--- config.mk ---
export PLATFORM = sky130hd
export DESIGN_NAME = num_entry
export DESIGN_NICKNAME = d
export VERILOG_FILES = /design/src/rtl/num_entry.sv
export SDC_FILE = /design/constraint.sdc
export NUM_CORES = 1
export LEC_CHECK = 0
export BUFFER_PORTS_ARGS = -buffer_cell sky130_fd_sc_hd__buf_4
export CAP_MARGIN = 10
export CELL_PAD_IN_SITES_DETAIL_PLACEMENT = 1
export CELL_PAD_IN_SITES_GLOBAL_PLACEMENT = 1
export CORE_MARGIN = 8
export CORE_UTILIZATION = 35
export DETAILED_ROUTE_END_ITERATION = 7
export GPL_TIMING_DRIVEN = 0
export PLACE_DENSITY = 0.65
export RECOVER_POWER = 50
export REMOVE_ABC_BUFFERS = 1
export SYNTH_ARGS = -nofsm -noshare
export SYNTH_HDL_FRONTEND = slang
export SYNTH_SLANG_ARGS = --single-unit
--- constraint.sdc ---
create_clock -name clk_i -period 6.93 [get_ports clk_i]
set_input_delay 0.693 -clock clk_i [delete_from_list [all_inputs] [get_ports clk_i]]
set_output_delay 0.693 -clock clk_i [all_outputs]
set_load 0.03 [all_outputs]
--- src/rtl/num_entry.sv ---
// num_entry: digit-by-digit decimal operand editor with serial BCD-to-binary conversion
// and a VALID/READY hand-off of the binary result.
module num_entry #(
  parameter int NDIG = 4,
  parameter int W    = 14
) (
  input  logic              clk_i,
  input  logic              rst_i,
  input  logic [4:0]        bin_i,
  output logic [4*NDIG-1:0] dig_o,
  output logic [((NDIG > 1) ? $clog2(NDIG) : 1)-1:0] cur_o,
  output logic              busy_o,
  output logic [W-1:0]      num_o,
  output logic              valid_o,
  input  logic              ready_i
);
  localparam int CW = (NDIG > 1) ? $clog2(NDIG) : 1;
  typedef enum logic [1:0] {EDIT, CONV, HOLD} state_t;
  state_t                 state_q, state_d;
  logic [NDIG-1:0][3:0]   dig_q, dig_d;
  logic [CW-1:0]          cur_q, cur_d, idx_q, idx_d;
  logic [W-1:0]           acc_q, acc_d, num_q, num_d, acc_nx;
  logic                   valid_q, valid_d;
  assign acc_nx = (acc_q << 3) + (acc_q << 1) + W'(dig_q[idx_q]);
  always_comb begin
    state_d = state_q;
    dig_d   = dig_q;
    cur_d   = cur_q;
    idx_d   = idx_q;
    acc_d   = acc_q;
    num_d   = num_q;
    valid_d = valid_q;
    case (state_q)
      EDIT: begin
        // one action per cycle, ENTER > INC > DEC > LEFT > RIGHT
        if (bin_i[4]) begin
          acc_d   = '0;
          idx_d   = CW'(NDIG - 1);
          state_d = CONV;
        end else if (bin_i[0])
          dig_d[cur_q] = (dig_q[cur_q] == 4'd9) ? 4'd0 : dig_q[cur_q] + 4'd1;
        else if (bin_i[1])
          dig_d[cur_q] = (dig_q[cur_q] == 4'd0) ? 4'd9 : dig_q[cur_q] - 4'd1;
        else if (bin_i[2])
          cur_d = (cur_q == CW'(NDIG - 1)) ? '0 : cur_q + CW'(1);
        else if (bin_i[3])
          cur_d = (cur_q == '0) ? CW'(NDIG - 1) : cur_q - CW'(1);
      end
      CONV: begin
        acc_d = acc_nx;
        idx_d = idx_q - CW'(1);
        if (idx_q == '0) begin
          num_d   = acc_nx;
          valid_d = 1'b1;
          state_d = HOLD;
        end
      end
      HOLD: begin
        if (ready_i) begin
          valid_d = 1'b0;
          state_d = EDIT;
        end
      end
      default: state_d = EDIT;
    endcase
  end
  always_ff @(posedge clk_i) begin
    if (rst_i) begin
      state_q <= EDIT;
      dig_q   <= '0;
      cur_q   <= '0;
      idx_q   <= '0;
      acc_q   <= '0;
      num_q   <= '0;
      valid_q <= 1'b0;
    end else begin
      state_q <= state_d;
      dig_q   <= dig_d;
      cur_q   <= cur_d;
      idx_q   <= idx_d;
      acc_q   <= acc_d;
      num_q   <= num_d;
      valid_q <= valid_d;
    end
  end
  assign dig_o   = dig_q;
  assign cur_o   = cur_q;
  assign busy_o  = (state_q != EDIT);
  assign num_o   = num_q;
  assign valid_o = valid_q;
endmodule
Yosys cells after proc, flatten, opt, wreduce, memory -nomap -nowiden
Index checks and enable logic that the tools add are counted.
{"block": "word_totals", "regBits": 50, "input_bits": 8, "output_inout_bits": 34}
{"block": "op_classes", "add_sub_neg": 7, "n_lt_le_gt_ge": 3, "n_eq_ne": 7, "muxes": 27, "n_bitwise": 3, "reduce_logical": 16}
{"cell": "$bwmux 16", "count": 2}
{"cell": "$mux 16", "count": 2}
{"cell": "$pmux 13 s2", "count": 1}
{"cell": "$mux 4", "count": 5}
{"cell": "$bmux 4 s2", "count": 2}
{"cell": "$mux 2", "count": 8}
{"cell": "$add 14x14->14", "count": 1}
{"cell": "$add 14x4->14", "count": 1}
{"cell": "$mux 13", "count": 1}
{"cell": "$reduce_bool 2->1", "count": 5}
{"cell": "$reduce_and 3->1", "count": 3}
{"cell": "$demux 4 s2", "count": 1}
{"cell": "$logic_not 2->1", "count": 3}
{"cell": "$lt 2x3->1 const B", "count": 2}
{"cell": "$ne 2x2->1 const B", "count": 3}
{"cell": "$pmux 2 s3", "count": 1}
{"cell": "$reduce_and 5->1", "count": 1}
{"cell": "$add 4x1->4 const B", "count": 1}
{"cell": "$eq 2x2->1 const B", "count": 2}
{"cell": "$eq 4x4->1 const B", "count": 1}
{"cell": "$logic_not 4->1", "count": 1}
{"cell": "$pmux 2 s2", "count": 1}
{"cell": "$reduce_and 2->1", "count": 2}
{"cell": "$sub 2x1->2 const B", "count": 2}
{"cell": "other kinds (8)", "count": 11}

Logic depth before layout (Yosys ltp)
Gate-level depths: netlist of the first run.
{"block": "logic_depth", "word_depth": 7, "ltp_mapped": 12, "depth_no_buf": 11}

Worst setup path before layout of the first run
Ideal clock, no wire load.
{"block": "synth_timing", "path_kind": "register to register", "from": "reg idx_q[0]", "to": "reg acc_q[12]", "setup_ns": 0.120, "t_arrival_ns": 3.053, "t_required_ns": 6.810, "setup_slack_ns": 3.758, "stages_incl_launch_ff": 12, "synth_period_minus_slack_ns": 3.172, "cell_sequence": "dfxtp_1 > clkbuf_1 > mux4_2 > inv_1 > fa_1 > fa_1 > nor2b_1 > o21ai_1 > a21oi_1 > o31ai_1 > mux2i_1 > a211o_1"}
{"block": "synth_between", "elab_chain_len": 4}
{"element": "from (decl)", "line_no": "21", "text": "logic [CW-1:0] cur_q, cur_d, idx_q, idx_d;"}
{"element": "from (signal assigned)", "line_no": "80", "text": "idx_q <= idx_d;"}
{"element": "$bmux 4 s2", "line_no": "24", "text": "assign acc_nx = (acc_q << 3) + (acc_q << 1) + W'(dig_q[idx_q]);"}
{"element": "$mux 4 (not written as such)", "line_no": "24"}
{"element": "$add 14x4->14", "line_no": "24"}
{"element": "$pmux 13 s2", "line_no": "33", "text": "case (state_q)"}
{"element": "to (signal assigned)", "line_no": "73", "text": "acc_q <= '0;"}
{"element": "to (signal assigned)", "line_no": "81", "text": "acc_q <= acc_d;"}
{"element": "to (decl)", "line_no": "22", "text": "logic [W-1:0] acc_q, acc_d, num_q, num_d, acc_nx;"}
Every way passes these cells. The select of a mux whose other input is x is not followed.
A chain may end at the register's enable or synchronous reset.

Worst setup path after layout of the first run
Same ends and word-level chain as after synthesis.

==> results of run 1 <==
[worst reg2reg max path: stages, from the launching register on]
cell and delay (ps):
dfxtp_1 570, mux4_2 570, inv_1 100, fa_1 460, fa_1 490, nor2b_1 140, o21ai_1 80, a21oi_1 330
o31ai_1 200, mux2i_1 150, a211o_1 270
[registers in the layout (all words and copies together) (netlist names)]
register	flops
dig_o	16
cur_o	2
num_o	14
acc_q	13
idx_q	2
state_q	2
valid_o	1
[metrics by stage]
| step | total power [mW] | worst slack (ps) | hold WS [ps] | area, sq um | util (%) |
|---|---|---|---|---|---|
| after CTS | 0.6209 | 3460 | 468.1 | 3531 | 40.89 |
| final | 0.6039 | 3485 | 461.8 | 3400 | 39.37 |
| after floorplan | 0.3943 | 3879 | 429.1 | 2987 | - |
| after global routing | 0.6359 | 3277 | 492.5 | 3400 | 39.37 |
| after detailed placement | 0.4410 | 3481 | 455.1 | 3443 | 39.87 |
| after global placement | 0.4369 | 3088 | 441.3 | 3430 | 39.71 |
[kinds of logic after synthesis]
logic type | Yosys count | synth area share [%]
muxes | 13 | 7.526
buffers and inverters | 40 | 5.207
AOI/OAI and AO/OA | 89 | 18.96
adders and majority gates | 32 | 13.51
DFF | 50 | 32.55
and+or+nand+nor | 130 | 19.69
xor gates and xnor gates | 9 | 2.563
[cell usage in the layout, fill, tap and decap left out, types with 4 or more instances in the layout]
| master | Yosys | layout |
|---|---|---|
| buf_4 | 0 | 7 |
| xnor2_1 | 8 | 8 |
| mux2i_1 | 4 | 4 |
| clkbuf_8 | 0 | 5 |
| nand3_1 | 17 | 17 |
| a22oi_1 | 7 | 7 |
| nand2_1 | 40 | 40 |
| a211oi_1 | 5 | 5 |
| inv_1 | 18 | 18 |
| o21ai_1 | 12 | 11 |
| nor2b_1 | 6 | 6 |
| dfxtp_1 | 50 | 50 |
| o31ai_1 | 7 | 7 |
| clkbuf_1 | 18 | 35 |
| nand2b_1 | 4 | 4 |
| a21oi_1 | 34 | 34 |
| nor2_1 | 33 | 33 |
| ha_1 | 30 | 30 |
| nor3_1 | 14 | 14 |
| a311oi_1 | 5 | 5 |
| mux4_2 | 8 | 8 |
[metal layers]
metal,wire (um),up-vias,track usage (%)
met5,0,-,0
met4,64,0,3.182
met3,246,6,2.931
met2,4237,35,26.70
met1,3809,1293,16.89
li1,-,1352,-
[layout make-up]
type / instances / area [sq um]
fill: 1051 / 5236
multi-input combinational: 273 / 1921
sequential: 50 / 1001
timing repair buffer: 42 / 183.9
tap: 108 / 135.1
inverter: 19 / 71.32
clock buffer: 5 / 68.82
clock inverter: 3 / 18.77
[path summary, 6_finish.rpt]
kind	from	endpoint	slack, ps	depth (start not counted)
setup / recovery	idx_q[0]	acc_q[12]	3490	10
hold / removal	num_o[5]	num_o[5]	460	2
setup reg to reg	idx_q[0]	acc_q[12]	3490	10
hold reg to reg	num_o[5]	num_o[5]	460	2
[where the power goes]
group          leakage [nW]  internal (mW)  switching (mW)
logic                 0.857         0.0388          0.0779
registers             0.405          0.296          0.0133
clock network        0.0483         0.0714           0.106
total                  1.31          0.406           0.198
==> results.json, run 1 <==
{
  "critPathRequiredTime_ps": 7140,
  "layoutNonFillerInstCount": 500,
  "post_drt_via_cell_ratio": 5.372,
  "fin_crit_ps": 3445,
  "post-synth-top-area-cell": "dfxtp_1",
  "syn-instance-count": 363,
  "cts.sink_count": 50,
  "synth_cell_types": 51,
  "synth-seq-area-share_pct": 32.55,
  "antennaDiodeCount": 0,
  "max_freq_mhz": 290.3,
  "grt_max_degree": 49,
  "synth_largest_type_area_fraction_pct": 32.55,
  "io_buffer_count": 41,
  "synth_edf_count": 0,
  "grt_antenna_before_repair": 0,
  "worst_setup_path_category": "register to register",
  "route.antenna.remaining_nets": 0,
  "cts.clk_slew.worst_paths_ps": 100,
  "dpl.hpwl_um": 6327,
  "synth.top_cells.by_count": "dfxtp_1, nand2_1, a21oi_1",
  "critical_path.max_fanout": 7,
  "start_kind": "register",
  "globalRouteTotalUtil_pct": 14.53,
  "drt_iter0_drc": 58,
  "rsz_0062_raised_after_global_routing": "no",
  "critPathArrivalTime_ps": 3660,
  "synth_ff_type": "dfxtp_1",
  "synth.top_cells.by_area": "dfxtp_1, ha_1, mux4_2, a21oi_1, nand2_1",
  "ys_seq_elements": 50,
  "post-route-drc-count": 0,
  "critical-path-top-delay-family": "adder cells",
  "finalWeightedCongestion": 0.7699,
  "cts_made_buffers": 5,
  "worst_slew_margin_pct": 34.00,
  "post_cts_resize_count": 0,
  "finish_stage_setup_viols": 0,
  "number_of_hold_buffers_added_after_cts": 0,
  "design.core.area_sq_um": 8636,
  "floorplan.rows": 34,
  "critical-path-slowest-cell": "dfxtp_1",
  "syn-cell-area_sq_um": 3075,
  "syn2layout_area_growth_pct": 10.54,
  "clock-root-buffer": "clkbuf_8",
  "max-clock-path-buffers": 2,
  "yosys.cell_count.top_type": "dfxtp_1",
  "start_util_pct": 35.61,
  "synth.avg_cell_area_sq_um": 8.472,
  "pin_count": 42,
  "final_nets": 431,
  "totalWireLength_um": 8356,
  "fp.dieArea_sq_um": 12040,
  "post-cts-setup-buffers": 0,
  "critical_path.n_buffers_inverters": 1,
  "finalMaxSlewViolations": 0,
  "final_min_period_over_clock_period_pct": 49.71,
  "hold_path.class": "register to register",
  "grt_pass1_vias": 2863,
  "worst-slew-pin-transition_ps": 988.0,
  "finalHoldViolations": 0,
  "clkLatencyLatePin_ps": 310,
  "grt_first_pass_wirelength_um": 13830,
  "fin_skew_ps": 12.43,
  "power.ir.vdd_worst_mv": 0.07682,
  "power.density_cell_area_nw_per_um2": 177.6,
  "fp.dieH_um": 109.7,
  "timing.critical_path.to_type": "register",
  "run_status": "finished clean",
  "die_w_um": 109.7,
  "yosysWarningCount": 0,
  "via_count": 2686,
  "async_reset_ff_share_pct": 0,
  "critical-path-max-stage-delay_ps": 570,
  "wire_per_inst_um": 16.71,
  "overflow": 0,
  "cts_htree_levels": 2,
  "drt-pass1-iter-count": 4,
  "dp.cells": 492,
  "tns_ps": 0,
  "tritoncts": "done",
  "power.leakage_nw": 1.310,
  "maxCapViolCount": 0,
  "crit_chain": "mux4_2, inv_1, fa_1, fa_1, nor2b_1, o21ai_1, a21oi_1, o31ai_1, mux2i_1, a211o_1",
  "drive_above_1_share_pct": 7.908,
  "worst_path_most_repeated_cell": "fa_1"
}
Note: power is estimated with default switching activity, not from simulation.
==> run 2: changes to the inputs <==
PLACE_DENSITY = 0.67   (was 0.65)
clock period = 2.8 ns   (was 6.93 ns; I/O delays follow)
==> run 2 against run 1 <==
The run now ends with setup timing left. Clock-buffer cell count rose by 1. Wire length increased by 4.0%. Final cell count grew 1.2%. Utilization rose by 3.6 points. Maximum frequency up 17%.
==> results.json, run 2 (synthesis results as in run 1) <==
{
  "maxCapViolCount": 0,
  "run_status": "finished, violations left",
  "fin_skew_ps": 10.31,
  "grt_max_degree": 49,
  "power.ir.vdd_worst_mv": 0.2111,
  "worst_slew_margin_pct": 46.48,
  "design.core.area_sq_um": 8636,
  "crit_chain": "mux4_2, inv_2, fa_2, fa_2, nor2b_2, o21ai_2, a21oi_4, o31ai_4, mux2i_1, a211o_1",
  "start_util_pct": 35.61,
  "largest_reg_flops": 16,
  "fp.dieH_um": 109.7,
  "detailroute.wirelength.met3_um": 236,
  "timing.reg2reg.setup_slack_ps": -140,
  "overflow": 0,
  "timing.critical_path.to_type": "register",
  "critPathArrivalTime_ps": 3150,
  "layoutNonFillerInstCount": 506,
  "cts.sink_count": 50,
  "power.leakage_nw": 1.403,
  "globalRouteTotalUtil_pct": 15.02,
  "syn2layout_area_growth_pct": 20.71,
  "finalWeightedCongestion": 0.8023,
  "drive_above_1_share_pct": 19.35,
  "critical-path-slowest-cell": "mux4_2",
  "most_frequent_standard_cell_in_the_layout_excluding_fill_and_tap_cells": "dfxtp_1",
  "cts.clk_slew.worst_paths_ps": 100,
  "wire_per_inst_um": 17.18,
  "via_count": 2768,
  "finalMaxSlewViolations": 0,
  "critical_path.startpoint": "idx_q[0]",
  "grt_first_pass_wirelength_um": 14460,
  "worst_path_most_repeated_cell": "fa_2",
  "finish_stage_setup_viols": 10,
  "setup_ws_ps": -143.2,
  "routed.top_layer": "met4",
  "post_drt_via_cell_ratio": 5.470,
  "start_kind": "register",
  "final_nets": 437,
  "drt-pass1-iter-count": 4,
  "worst_setup_path_category": "register to register",
  "crit-reg2reg-capture": "acc_q[12]",
  "fin_crit_ps": 2943,
  "cts_made_buffers": 5,
  "max_freq_mhz": 339.8,
  "totalPowerFinal_mw": 1.609,
  "final_min_period_over_clock_period_pct": 105.1,
  "drt_iter0_drc": 88,
  "cts_htree_levels": 2,
  "route.antenna.remaining_nets": 0,
  "worst_setup_path_endpoint": "acc_q[12]",
  "dp.cells": 492,
  "post-route-drc-count": 0,
  "critical_path.n_buffers_inverters": 1,
  "final_cell_mix": "dfxtp_1, nand2_1, nor2_1",
  "pin_count": 42,
  "fp.dieArea_sq_um": 12040,
  "hold_path.class": "input port to register",
  "max-clock-path-buffers": 2,
  "totalWireLength_um": 8692,
  "power.density_cell_area_nw_per_um2": 433.4,
  "met2WireLength_um": 4448,
  "clock-root-buffer": "clkbuf_8",
  "tritoncts": "done",
  "floorplan.rows": 34,
  "io_buffer_count": 41,
  "path_depth": 10,
  "critical-path-top-delay-family": "adder cells",
  "depth_of_the_most_critical_reg_to_reg_path": 10,
  "critical_path.max_fanout": 4,
  "antennaDiodeCount": 0,
  "finalHoldViolations": 0,
  "die_w_um": 109.7,
  "grt_antenna_before_repair": 0,
  "tns_ps": -741.4,
  "critPathRequiredTime_ps": 3000,
  "wirelength_met1_um": 3898,
  "rsz_0062_raised_after_global_routing": "yes",
  "worstReg2RegStart": "idx_q[0]",
  "grt_pass1_vias": 2977,
  "dpl.hpwl_um": 6302,
  "worst-slew-pin-transition_ps": 800.9,
  "failed_checks": "setup timing",
  "clkLatencyLatePin_ps": 310,
  "critical-path-max-stage-delay_ps": 520
}
## run 2: report_power, final
group          total, mW  internal, mW  switching, mW
combinational      0.322         0.116          0.205
clock              0.523         0.267          0.256
sequential         0.764         0.733         0.0308
## run 2: how the worst min path moves through the flow
stage,startpoint,end,slack [ps],depth (start not counted)
floorplan,rst_i,dig_o[13],350,1
global placement,num_o[7],num_o[7],450,2
detailed placement,num_o[7],num_o[7],450,2
CTS,ready_i,state_q[1],230,4
global route,ready_i,state_q[1],250,4
finish,ready_i,state_q[1],240,4
## run 2: cell type report
class                      count  area [sq um]
fill                        1047          4923
clock buffer                   6         72.57
inverter                      19         71.32
clock inverter                 2         37.54
sequential                    50          1006
tap                          108         135.1
multi-input combinational    273          2126
timing repair buffer          48         264.0
## run 2: worst min-delay path, stage by stage
cell and delay, ps:
buf_4 90, nor2_1 30, nand2_1 50, a21oi_1 60
## run 2: metrics by stage
| step | area (sq um) | hold slack, ps | setup slack, ps | utilization (%) |
|---|---|---|---|---|
| 6_report | 3712 | 239.2 | -143.2 | 42.99 |
| 5_1_grt | 3712 | 254.3 | -274.1 | 42.99 |
| 4_1_cts | 3702 | 228.7 | -141.7 | 42.87 |
| 3_5_place_dp | 3443 | 450.7 | -656.1 | 39.87 |
| 3_3_place_gp | 3430 | 445.9 | -623.0 | 39.71 |
| 2_1_floorplan | 2987 | 349.1 | -251.4 | - |
## run 2: per-layer routing
layer,GRT usage [%],up-vias
met3,2.579,8
li1,-,1370
met5,0,-
met2,27.56,45
met1,17.59,1345
met4,3.761,0
## run 2: timing repair
action | CTS | global route
resized for setup | 25 | 20
pin swaps | 16 | 7
buffers inserted | 4 | 3
cloned | 0 | 0
hold buffers | 0 | 0
endpoints found under the setup margin | 17 | 27
==> run 3: changes to the inputs <==
ABC_AREA = 0   (was default)
GPL_TIMING_DRIVEN = 1   (was 0)
==> run 3 against run 2 <==
Critical endpoint unchanged. Clock-buffer cell count up 1. The flow still finishes with violations (setup timing). Sequential power down 0.8%. Largest power group unchanged. Sequential share of layout area fell by 0.24 points. Largest cell class unchanged. Combinational power up 4%. Setup slack improved by 100 ps.
==> results.json, run 3 (synthesis results as in run 1) <==
{
  "maxCapViolCount": 0,
  "power.ir.vdd_worst_mv": 0.2017,
  "finalMaxSlewViolations": 0,
  "groute.layer.met2.usage_pct": 29.41,
  "post_drt_via_cell_ratio": 5.463,
  "wire_per_inst_um": 17.49,
  "via_count": 2879,
  "whs_path_depth": 4,
  "start_util_pct": 35.61,
  "fillerInstances": 1041,
  "critical-path-slowest-cell": "mux4_2",
  "worst_setup_path_category": "register to register",
  "grt.busiest_layer": "met2",
  "fin_skew_ps": 12.67,
  "grt_util_met1_pct": 18.12,
  "die_w_um": 109.7,
  "critPathArrivalTime_ps": 3050,
  "pin_count": 42,
  "min_delay_worst_endpoint": "state_q[1]",
  "critical_path.max_fanout": 4,
  "hold_path.class": "input port to register",
  "final_core_util_pct": 43.32,
  "syn2layout_area_growth_pct": 21.64,
  "overflow": 0,
  "fp.dieH_um": 109.7,
  "finish_stage_setup_viols": 5,
  "fin_crit_ps": 2839,
  "max-clock-path-buffers": 2,
  "crit_chain": "mux4_2, inv_2, fa_1, fa_2, nor2b_1, o21ai_1, a21oi_1, buf_4, o31ai_4, mux2i_1, a211o_1",
  "drt_iter0_drc": 69,
  "tritoncts": "done",
  "depth_of_the_most_critical_reg_to_reg_path": 11,
  "timing.reg2reg.setup_slack_ps": -40,
  "area_of_placed_instances_sq_um": 3623,
  "timing.critical_path.to_type": "register",
  "cts.clk_slew.worst_paths_ps": 100,
  "worst-slew-pin-transition_ps": 648.3,
  "cts_made_buffers": 5,
  "final_nets": 458,
  "worst_slew_margin_pct": 56.78,
  "max_freq_mhz": 352.2,
  "failed_checks": "setup timing",
  "floorplan.rows": 34,
  "final_min_period_over_clock_period_pct": 101.4,
  "clock-root-buffer": "clkbuf_8",
  "route.antenna.remaining_nets": 0,
  "most_frequent_standard_cell_in_the_layout_excluding_fill_and_tap_cells": "dfxtp_1",
  "fp.dieArea_sq_um": 12040,
  "grt_pass1_vias": 3077,
  "finalWeightedCongestion": 0.8475,
  "clkLatencyLatePin_ps": 310,
  "gr-usage-met3_pct": 3.048,
  "start_kind": "register",
  "grt_first_pass_wirelength_um": 15130,
  "cts.sink_count": 50,
  "critical-path-max-stage-delay_ps": 510,
  "timing.hold.worst.start": "ready_i",
  "postLayoutCellArea_sq_um": 3741,
  "totalWireLength_um": 9219,
  "cts_htree_levels": 2,
  "design.core.area_sq_um": 8636,
  "power.leakage_nw": 1.461,
  "dpl.hpwl_um": 6876,
  "largest_reg_flops": 16,
  "rsz_0062_raised_after_global_routing": "yes",
  "final_cell_mix": "dfxtp_1, nand2_1, buf_4",
  "antennaDiodeCount": 0,
  "dp.cells": 516,
  "grt_max_degree": 49,
  "finalHoldViolations": 0,
  "io_buffer_count": 41,
  "run_status": "finished, violations left",
  "layoutNonFillerInstCount": 527,
  "crit-reg2reg-capture": "acc_q[12]",
  "power.density_cell_area_nw_per_um2": 413.7,
  "critPathRequiredTime_ps": 3010,
  "drive_above_1_share_pct": 18.85,
  "setup_ws_ps": -39.00,
  "post-route-drc-count": 0,
  "globalRouteTotalUtil_pct": 15.88,
  "worstReg2RegStart": "idx_q[0]",
  "grt_antenna_before_repair": 0,
  "totalPowerFinal_mw": 1.548,
  "drt-pass1-iter-count": 4
}
==> run 3: what timing repair did <==
| item | in CTS | in global routing |
|---|---|---|
| buffers inserted | 2 | 1 |
| hold buffers | 0 | 0 |
| gates resized for setup | 15 | 10 |
| endpoints found under the setup margin | 14 | 18 |
| pin swaps | 13 | 6 |
==> run 3: power by group <==
part           leakage (nW)  internal (mW)  switching, mW
registers             0.405          0.733         0.0251
clock network        0.0482          0.200          0.253
logic                  1.01          0.121          0.215
total                  1.46           1.05          0.493
==> run 3: worst max-delay path by stage <==
stage,start,end,cells after the start
6_report,idx_q[0],acc_q[12],11
5_1_grt,idx_q[0],acc_q[12],11
4_1_cts,idx_q[0],acc_q[12],11
3_5_place_dp,idx_q[0],acc_q[12],11
3_3_place_gp,idx_q[0],acc_q[12],11
2_1_floorplan,idx_q[0],acc_q[12],10
==> run 3: worst max-delay path, delay by kind of cell (launching register included) <==
family          cells  cell delay, ps
buf+inv             2             230
compound gates      4             520
mux                 2             650
simple gates        1             130
fa+ha+maj           2             820
flops               1             380
==> run 3: cell type report <==
class	instances	area [sq um]	share of cell area (%)
inverters	19	71.32	1.906
clock buffers	7	86.33	2.308
repair buffers	69	397.9	10.64
clock inverters	1	5.005	0.1338
multi-input cells	273	2041	54.55
well taps	108	135.1	3.612
flip-flops and latches	50	1005	26.86
==> run 3: per-stage QoR <==
step / TNS (ps) / hold slack, ps / worst slack (ps)
floorplan: -828.2 / 349.1 / -251.4
global placement: -754.6 / 446.5 / -139.4
detailed placement: -1871 / 451.0 / -215.4
CTS: -219.2 / 221.0 / -60.29
global route: -1483 / 244.4 / -173.9
finish: -129.6 / 234.4 / -39.00
==> run 3: layer usage <==
metal	wire length, um	vias to the layer above
met4	91	0
met5	0	-
met2	4759	41
met1	4089	1422
met3	279	9
li1	-	1407
